--- config.mk ---
export PLATFORM = sky130hd
export DESIGN_NAME = inner_inner_delay_core_flat
export DESIGN_NICKNAME = d
export VERILOG_FILES = /design/src/rtl/inner_inner_delay_core_if.sv /design/src/rtl/inner_inner_delay_core.sv /design/src/flat_wrapper.sv
export SDC_FILE = /design/constraint.sdc
export NUM_CORES = 1
export LEC_CHECK = 0
export CORE_UTILIZATION = 50
export CTS_CLUSTER_SIZE = 28
export DETAILED_ROUTE_END_ITERATION = 10
export PLACE_DENSITY = 0.76
export SYNTH_ARGS = -nofsm -noshare
export SYNTH_HDL_FRONTEND = slang
export SYNTH_SLANG_ARGS = --single-unit
--- constraint.sdc ---
create_clock -name CLK -period 1.4 [get_ports CLK]
set_input_delay 0.35 -clock CLK [delete_from_list [all_inputs] [get_ports CLK]]
set_output_delay 0.35 -clock CLK [all_outputs]
set_load 0.02 [all_outputs]
--- src/rtl/inner_inner_delay_core_if.sv ---
// Valid/ready stream bundle for one lane endpoint of the delay core.
interface inner_inner_delay_core_if #(
  parameter int WIDTH = 5
);
  logic [WIDTH-1:0] data;
  logic             valid;
  logic             ready;

  modport master (output data, output valid, input ready);
  modport slave  (input data, input valid, output ready);
endinterface

--- src/rtl/inner_inner_delay_core.sv ---
// Dual-lane fixed-latency elastic delay with bubble collapsing.
// Lane A: INPUT_0 -> OUTPUT_1, lane B: INPUT_1 -> OUTPUT_0.
module inner_inner_delay_core #(
  parameter int WIDTH = 5,
  parameter int DEPTH = 3
) (
  input  logic                     CLK,
  input  logic                     ASYNCRESETN,
  inner_inner_delay_core_if.slave  INPUT_0,
  inner_inner_delay_core_if.slave  INPUT_1,
  inner_inner_delay_core_if.master OUTPUT_0,
  inner_inner_delay_core_if.master OUTPUT_1
);

  logic [DEPTH-1:0] v_q  [2];
  logic [DEPTH-1:0] v_d  [2];
  logic [WIDTH-1:0] d_q  [2][DEPTH];
  logic [WIDTH-1:0] d_d  [2][DEPTH];
  logic [DEPTH-1:0] move [2];
  logic [1:0]       in_valid;
  logic [1:0]       in_ready;
  logic [1:0]       in_fire;
  logic [1:0]       out_ready;
  logic [WIDTH-1:0] in_data [2];

  // Index 0 is lane A, index 1 is lane B.
  assign in_valid  = {INPUT_1.valid, INPUT_0.valid};
  assign out_ready = {OUTPUT_0.ready, OUTPUT_1.ready};
  assign in_data[0] = INPUT_0.data;
  assign in_data[1] = INPUT_1.data;

  always_comb begin
    for (int l = 0; l < 2; l++) begin
      move[l] = '0;
      move[l][DEPTH-1] = v_q[l][DEPTH-1] & out_ready[l];
      for (int k = DEPTH - 2; k >= 0; k--) begin
        move[l][k] = v_q[l][k] & (~v_q[l][k+1] | move[l][k+1]);
      end
      // Ready is held low throughout reset, not just until the first edge.
      in_ready[l] = ASYNCRESETN & (~v_q[l][0] | move[l][0]);
      in_fire[l]  = in_valid[l] & in_ready[l];
    end
  end

  always_comb begin
    v_d = v_q;
    d_d = d_q;
    for (int l = 0; l < 2; l++) begin
      if (in_fire[l]) begin
        v_d[l][0] = 1'b1;
        d_d[l][0] = in_data[l];
      end else if (move[l][0]) begin
        v_d[l][0] = 1'b0;
      end
      for (int k = 1; k < DEPTH; k++) begin
        if (move[l][k-1]) begin
          v_d[l][k] = 1'b1;
          d_d[l][k] = d_q[l][k-1];
        end else if (move[l][k]) begin
          v_d[l][k] = 1'b0;
        end
      end
    end
  end

  always_ff @(posedge CLK or negedge ASYNCRESETN) begin
    if (!ASYNCRESETN) begin
      for (int l = 0; l < 2; l++) begin
        v_q[l] <= '0;
        for (int k = 0; k < DEPTH; k++) begin
          d_q[l][k] <= '0;
        end
      end
    end else begin
      v_q <= v_d;
      d_q <= d_d;
    end
  end

  assign INPUT_0.ready  = in_ready[0];
  assign INPUT_1.ready  = in_ready[1];
  assign OUTPUT_1.valid = v_q[0][DEPTH-1];
  assign OUTPUT_1.data  = d_q[0][DEPTH-1];
  assign OUTPUT_0.valid = v_q[1][DEPTH-1];
  assign OUTPUT_0.data  = d_q[1][DEPTH-1];

endmodule

--- src/flat_wrapper.sv ---
// flat-port wrapper written by rule: the top's interface ports become plain ports
module inner_inner_delay_core_flat 
#(
  parameter int WIDTH = 5,
  parameter int DEPTH = 3
)
  (CLK, ASYNCRESETN, INPUT_0_data, INPUT_0_valid, INPUT_0_ready, INPUT_1_data, INPUT_1_valid, INPUT_1_ready, OUTPUT_0_data, OUTPUT_0_valid, OUTPUT_0_ready, OUTPUT_1_data, OUTPUT_1_valid, OUTPUT_1_ready);
  inner_inner_delay_core_if #(.WIDTH(WIDTH)) INPUT_0_i ();
  inner_inner_delay_core_if #(.WIDTH(WIDTH)) INPUT_1_i ();
  inner_inner_delay_core_if #(.WIDTH(WIDTH)) OUTPUT_0_i ();
  inner_inner_delay_core_if #(.WIDTH(WIDTH)) OUTPUT_1_i ();
  input  logic CLK;
  input  logic ASYNCRESETN;
  input wire logic [$bits(INPUT_0_i.data)-1:0] INPUT_0_data;
  input wire logic [$bits(INPUT_0_i.valid)-1:0] INPUT_0_valid;
  output wire logic [$bits(INPUT_0_i.ready)-1:0] INPUT_0_ready;
  input wire logic [$bits(INPUT_1_i.data)-1:0] INPUT_1_data;
  input wire logic [$bits(INPUT_1_i.valid)-1:0] INPUT_1_valid;
  output wire logic [$bits(INPUT_1_i.ready)-1:0] INPUT_1_ready;
  output wire logic [$bits(OUTPUT_0_i.data)-1:0] OUTPUT_0_data;
  output wire logic [$bits(OUTPUT_0_i.valid)-1:0] OUTPUT_0_valid;
  input wire logic [$bits(OUTPUT_0_i.ready)-1:0] OUTPUT_0_ready;
  output wire logic [$bits(OUTPUT_1_i.data)-1:0] OUTPUT_1_data;
  output wire logic [$bits(OUTPUT_1_i.valid)-1:0] OUTPUT_1_valid;
  input wire logic [$bits(OUTPUT_1_i.ready)-1:0] OUTPUT_1_ready;
  assign INPUT_0_i.data = INPUT_0_data;
  assign INPUT_0_i.valid = INPUT_0_valid;
  assign INPUT_0_ready = INPUT_0_i.ready;
  assign INPUT_1_i.data = INPUT_1_data;
  assign INPUT_1_i.valid = INPUT_1_valid;
  assign INPUT_1_ready = INPUT_1_i.ready;
  assign OUTPUT_0_data = OUTPUT_0_i.data;
  assign OUTPUT_0_valid = OUTPUT_0_i.valid;
  assign OUTPUT_0_i.ready = OUTPUT_0_ready;
  assign OUTPUT_1_data = OUTPUT_1_i.data;
  assign OUTPUT_1_valid = OUTPUT_1_i.valid;
  assign OUTPUT_1_i.ready = OUTPUT_1_ready;
  inner_inner_delay_core #(.WIDTH(WIDTH), .DEPTH(DEPTH)) u_core (.CLK(CLK), .ASYNCRESETN(ASYNCRESETN), .INPUT_0(INPUT_0_i), .INPUT_1(INPUT_1_i), .OUTPUT_0(OUTPUT_0_i), .OUTPUT_1(OUTPUT_1_i));
endmodule
==> results.toml, run 1 <==
[run_status]
status = "finished with violations"
violations = "negative setup slack"

[critical_path]
path_cells = "nand4b_1 -> and2_4 -> buf_6"
crit_buf_inv = 1
critPathKind = "reg2out"
cp_top_family = "flip-flops"
r2r-end = "u_core.d_q[13]$_DFFE_PN0P_"
crit_slowest_cell = "dfrtp_1"
worstSetupEndpointType = "output pin"
path_max_fanout = 2
r2r_setup_slack_ns = 0.05
arrival_ns = 1.12
max_stage_delay_ns = 0.37
start_kind = "register"
required_ns = 1.05
reg2reg_from = "u_core.v_q[0]$_DFFE_PN0P_"
ff2ff_path_depth = 4

[floorplanning]
start_util_pct = 53.6
fp.dieArea_um2 = 3210
die_y_um = 56.6
pin_count = 30
dieWidth_um = 56.6
row_count = 19
core-area_um2 = 2780

[timing]
max_freq_ghz = 0.681
setup_viol = 3
skew_ns = 0.00580
relSlewSlack_pct = 79.9
rsz0062_at_grt = "yes"
fin_tns_setup_ns = -0.169
worstMarginPinSlew_ns = 0.301
finalWorstPathRequiredPeriod_ns = 1.47
finalHoldViolCount = 0
maxSlewViolCount = 0
fin_hold_ws_ns = 0.109
fin_ws_ns = -0.0692
period_share_pct = 105

[synthesis]
ys_ff_latch = 36
yosysTopAreaCell = "dfrtp_1"
synth_edf_count = 0
synth_area_leaders = "dfrtp_1 60%, mux2_2 15%, mux2_4 10%"
yosysSeqAreaShare_pct = 60.4
netlist_area_um2 = 1490
syn_inst = 98
synth.most_common_cell = "dfrtp_1"
async_reset_ff_share_pct = 100
synth_area_per_cell_um2 = 15.2
synth_warnings = 0
synth_flop_cell = "dfrtp_1"
syn_nets = 114
yosysTopAreaCellShare_pct = 60.4
ys_top_cells_by_count = "36 x dfrtp_1, 20 x mux2_2, 10 x buf_4, 10 x mux2_4, 8 x nand2_1"
ys_types = 10

[placement]
pre_cts_slack_ns = -0.634
place.gp.congestion = 0.714
dpl.hpwl_um = 1730
dp.cells = 160
port_buffers = 29
place_area_um2 = 1830

[clocking]
root_buffer = "clkbuf_4"
worst_skew_pair.late_latency_ns = 0.33
cts_tree = "built"
htreeDepth = 2
path_clk_slew_ns = 0.11
cts_buffers = 5
clock_path_buffers = 2
cts_sinks = 36

[finish]
stdcell_count = 174
areaGrowthSynthToFinish_pct = 30.8
nets = 159
drive_gt1_share_pct = 47.6
finalInstanceArea_um2 = 1950
diodes = 0
final_util_pct = 70.1
regArea_um2 = 901
multi_input_comb_area_um2 = 526
num-fill-cells = 203

[drt]
ant_nets = 0
vias = 885
drt_iter0_drc = 17
dr.pass1.iters = 3
wl_um = 2480
wl_per_cell_um = 14.2
route.detailed.drc = 0
viasPerCell = 5.09

[grt]
grt_usage_pct = 18.1
antenna_found_initial = 0
grt_pass1_wl_um = 4350
first_global_vias = 951
gr-total-overflow = 0
grt_start_max_net_pins = 25

[pwr]
power_density_nw_per_um2 = 1520
power_mw = 2.96
ir_drop_v = 0.00115
leakage_nw = 0.928

[worst_hold_path]
min_path_type = "in2async"

[flow_run]
drv_cap = 0
==> where the power goes <==
part / internal [mW] / switching [mW] / total (mW)
combinational: 0.498 / 0.398 / 0.896
sequential: 1.32 / 0.137 / 1.46
clock: 0.285 / 0.317 / 0.602
total: 2.10 / 0.852 / 2.96
==> area by class of cell <==
cell class                      count  share of cell area, %
Multi-Input combinational cell     52                   26.9
Sequential cell                    36                   46.2
Clock buffer                        7                   3.34
Timing Repair Buffer               48                   21.6
Tap cell                           31                   1.99
==> sequential cells by signal (all words and copies together), names as in the netlist <==
| signal | cells |
|---|---|
| u_core.OUTPUT_1.data | 5 |
| u_core.OUTPUT_0.data | 5 |
| u_core.v_q | 4 |
| u_core.OUTPUT_1.valid | 1 |
| u_core.OUTPUT_0.valid | 1 |
| u_core.d_q | 20 |
==> repair_timing <==
action                                 4_1_cts  5_1_grt
pin swaps                                    1        2
endpoints found under the hold margin        3        0
buffers inserted                             6        2
hold buffers                                 1        0
resized for setup                           34       16
setup endpoints to repair                   24       24
==> metal layers <==
| metal | GRT usage [%] | vias to the layer above | part of all wire (%) | wire [um] |
|---|---|---|---|---|
| met1 | 24.3 | 447 | 46 | 1130 |
| li1 | - | 414 | - | - |
| met3 | 4.84 | 4 | 4.0 | 99 |
| met2 | 28.6 | 20 | 49 | 1210 |
| met4 | 6.27 | 0 | 1.4 | 34 |
| met5 | 0 | - | 0 | 0 |
==> cell usage in the layout, fill, tap and decap left out <==
master | netlist | layout
mux2_4 | 10 | 10
nand2b_1 | 6 | 6
nor2b_4 | 2 | 2
nand3b_1 | 2 | 2
buf_2 | 0 | 1
buf_4 | 10 | 17
buf_6 | 0 | 4
dlygate4sd3_1 | 0 | 1
mux2_2 | 20 | 20
nand2_2 | 0 | 2
clkbuf_2 | 0 | 3
nand4b_1 | 2 | 2
clkbuf_8 | 0 | 2
nand2_1 | 8 | 6
clkbuf_4 | 0 | 5
clkdlybuf4s15_1 | 0 | 8
dlygate4sd2_1 | 0 | 2
and2_4 | 0 | 2
dfrtp_1 | 36 | 36
clkdlybuf4s50_1 | 0 | 12
==> cells by family (layout without fill, tap and decap cells) <==
| family | count (synthesis) | after routing | synth area share [%] |
|---|---|---|---|
| flops | 36 | 36 | 60.4 |
| buf+inv | 10 | 55 | 5.03 |
| mux | 30 | 30 | 25.2 |
| simple gates | 22 | 22 | 9.40 |
==> worst reg2reg max path: stages (launching register included) <==
cell	delay, ns
dfrtp_1	0.40
nand4b_1	0.13
buf_4	0.13
nor2b_4	0.26
mux2_4	0.32
==> worst max path at each step <==
stage	depth (start not counted)	slack (ns)	start	end
after global routing	3	-0.14	u_core.v_q[0]$_DFFE_PN0P_	INPUT_1_ready
final	3	-0.07	u_core.v_q[0]$_DFFE_PN0P_	INPUT_1_ready
after CTS	3	-0.09	u_core.v_q[1]$_DFFE_PN0P_	INPUT_1_ready
after floorplan	3	0.13	u_core.OUTPUT_0.valid$_DFFE_PN0P_	u_core.d_q[10]$_DFFE_PN0P_
after detailed placement	4	-0.63	OUTPUT_0_ready	INPUT_1_ready
after global placement	4	-0.60	OUTPUT_0_ready	INPUT_1_ready
Power figures use the tool's default switching activity.
==> run 2, diff against run 1 <==
--- a/config.mk
+++ b/config.mk
@@ -8,6 +8,7 @@
 export CORE_UTILIZATION = 50
 export CTS_CLUSTER_SIZE = 28
 export DETAILED_ROUTE_END_ITERATION = 10
+export GPL_TIMING_DRIVEN = 0
 export PLACE_DENSITY = 0.76
 export SYNTH_ARGS = -nofsm -noshare
 export SYNTH_HDL_FRONTEND = slang
==> constraint.sdc (replaced) <==
create_clock -name CLK -period 1.65 [get_ports CLK]
set_input_delay 0.4125 -clock CLK [delete_from_list [all_inputs] [get_ports CLK]]
set_output_delay 0.4125 -clock CLK [all_outputs]
set_load 0.02 [all_outputs]
==> run 2 against run 1 <==
Against the previous run:
- the flow now finishes without violations
- combinational power shrank 4.7%
- via count shrank 4.2%
- wire length shrank 4.2%
==> results.toml, run 2 (synthesis results as in run 1) <==
[run_status]
status = "completed"

[clocking]
worst_skew_pair.late_latency_ns = 0.34
root_buffer = "clkbuf_4"
cts_tree = "built"
clock_path_buffers = 2
htreeDepth = 2
hold_buffers = 0
cts_buffers = 5
cts_sinks = 36
path_clk_slew_ns = 0.10

[critical_path]
cp_top_family = "flip-flops"
path_max_fanout = 4
path_cells = "nand4b_1 -> and2_1 -> buf_6"
cp_num_cells = 3
timing.critical_path.to = "INPUT_1_ready"
crit_slowest_cell = "dfrtp_1"
reg2reg_from = "u_core.OUTPUT_0.valid$_DFFE_PN0P_"
arrival_ns = 1.20
r2r_setup_slack_ns = 0.27
max_stage_delay_ns = 0.40
crit_buf_inv = 1
start_kind = "register"
crit_start = "u_core.OUTPUT_0.valid$_DFFE_PN0P_"
critPathKind = "reg2out"
required_ns = 1.24
ff2ff_path_depth = 4
r2r-end = "u_core.d_q[12]$_DFFE_PN0P_"
worstSetupEndpointType = "output pin"

[timing]
fin_tns_setup_ns = 0
setup_viol = 0
relSlewSlack_pct = 68.7
period_share_pct = 97.7
rsz0062_at_grt = "yes"
max_freq_ghz = 0.621
maxSlewViolCount = 0
worstMarginPinSlew_ns = 0.470
skew_ns = 0.00307
finalWorstPathRequiredPeriod_ns = 1.61
finalHoldViolCount = 0

[drt]
drt_iter0_drc = 15
viasPerCell = 5.05
wl_per_cell_um = 14.1
vias = 848
route.detailed.drc = 0
dr.pass1.iters = 4
wl_um = 2370
ant_nets = 0

[finish]
drive_gt1_share_pct = 40.9
nets = 152
areaGrowthSynthToFinish_pct = 26.5
regArea_um2 = 901
largest_register_ffs = 20
num-fill-cells = 220
final_common_cell = "dfrtp_1"
finalInstanceArea_um2 = 1890
largest_register = "u_core.d_q"
mostFrequentLayoutCells = "36 x dfrtp_1, 20 x mux2_2, 13 x buf_4"
multi_input_comb_area_um2 = 518
diodes = 0

[pwr]
ir_drop_v = 0.00114
leakage_nw = 0.910
power_mw = 2.58
power_density_nw_per_um2 = 1370

[floorplanning]
core-area_um2 = 2780
die_y_um = 56.6
start_util_pct = 53.6
row_count = 19
dieWidth_um = 56.6
fp.dieArea_um2 = 3210
pin_count = 30

[flow_run]
drv_cap = 0

[placement]
place.gp.congestion = 0.702
dpl.hpwl_um = 1670
place_area_um2 = 1820
port_buffers = 29

[worst_hold_path]
min_path_type = "in2async"

[grt]
gr-total-overflow = 0
grt_start_max_net_pins = 41
grt_usage_pct = 18.5
antenna_found_initial = 0
first_global_vias = 939
grt_pass1_wl_um = 4300
## run 2: changes by cell type in the layout (fill, tap and decap cells not counted), sizes merged
cell and delta:
clkdlybuf4s15 -7, dlygate4sd3 -1, dlygate4sd2 +10, buf -7
clkbuf -4, dlymetal6s2s +1, clkinv +2
## run 2: what timing repair did
action / in CTS / in global routing
pin swaps: 0 / 2
setup endpoints to repair: 24 / 3
endpoints found under the hold margin: 0 / 0
resized for setup: 23 / 6
buffers inserted: 2 / 0
## run 2: metrics by stage
stage                     instances  setup WS (ns)  hold WS, ns  util (%)
after global placement          158          -1.66        0.467      65.5
final                           168         0.0385       0.0147      67.8
after floorplan                  98          0.374        0.117         -
after CTS                       168         -0.126       0.0142      67.3
after global routing            168        -0.0254       0.0245      67.8
after detailed placement        158         -0.698        0.475      65.3
## run 2: layout make-up
| class | count | area share, % |
|---|---|---|
| Multi-Input combinational cell | 52 | 27.5 |
| Clock buffer | 6 | 2.72 |
| Sequential cell | 36 | 47.7 |
| Timing Repair Buffer | 31 | 15.5 |
| Clock inverter | 2 | 0.531 |
| Tap cell | 31 | 2.06 |
| Buffer | 10 | 3.98 |
## run 2: per-layer routing
metal | part of all wire [%] | global-route usage (%) | vias up
met1 | 43 | 22.8 | 423
li1 | - | - | 401
met5 | 0 | 0 | -
met4 | 2.5 | 11.5 | 0
met2 | 50 | 28.2 | 19
met3 | 4.2 | 5.99 | 5
## run 2: worst min-delay path by stage
stage | cells after the start | slack (ns) | from | endpoint
finish | 1 | 0.01 | ASYNCRESETN | u_core.OUTPUT_1.data[4]$_DFFE_PN0P_
CTS | 1 | 0.01 | ASYNCRESETN | u_core.v_q[1]$_DFFE_PN0P_
floorplan | 0 | 0.12 | ASYNCRESETN | u_core.OUTPUT_0.data[0]$_DFFE_PN0P_
global placement | 1 | 0.47 | u_core.v_q[0]$_DFFE_PN0P_ | u_core.v_q[1]$_DFFE_PN0P_
detailed placement | 1 | 0.47 | u_core.v_q[3]$_DFFE_PN0P_ | u_core.v_q[4]$_DFFE_PN0P_
global route | 1 | 0.02 | ASYNCRESETN | u_core.OUTPUT_1.data[4]$_DFFE_PN0P_
## run 2: worst reg2reg max path, stage by stage (launching register included)
cell and delay, ns:
dfrtp_1 0.42, nand4b_1 0.13, buf_4 0.13, nor2b_4 0.26, mux2_4 0.33
## run 2: report_power, final
| part | total [mW] | internal (mW) | switching, mW | leakage (nW) |
|---|---|---|---|---|
| sequential | 1.24 | 1.12 | 0.121 | 0.429 |
| combinational | 0.854 | 0.505 | 0.350 | 0.444 |
| clock | 0.483 | 0.203 | 0.281 | 0.0380 |
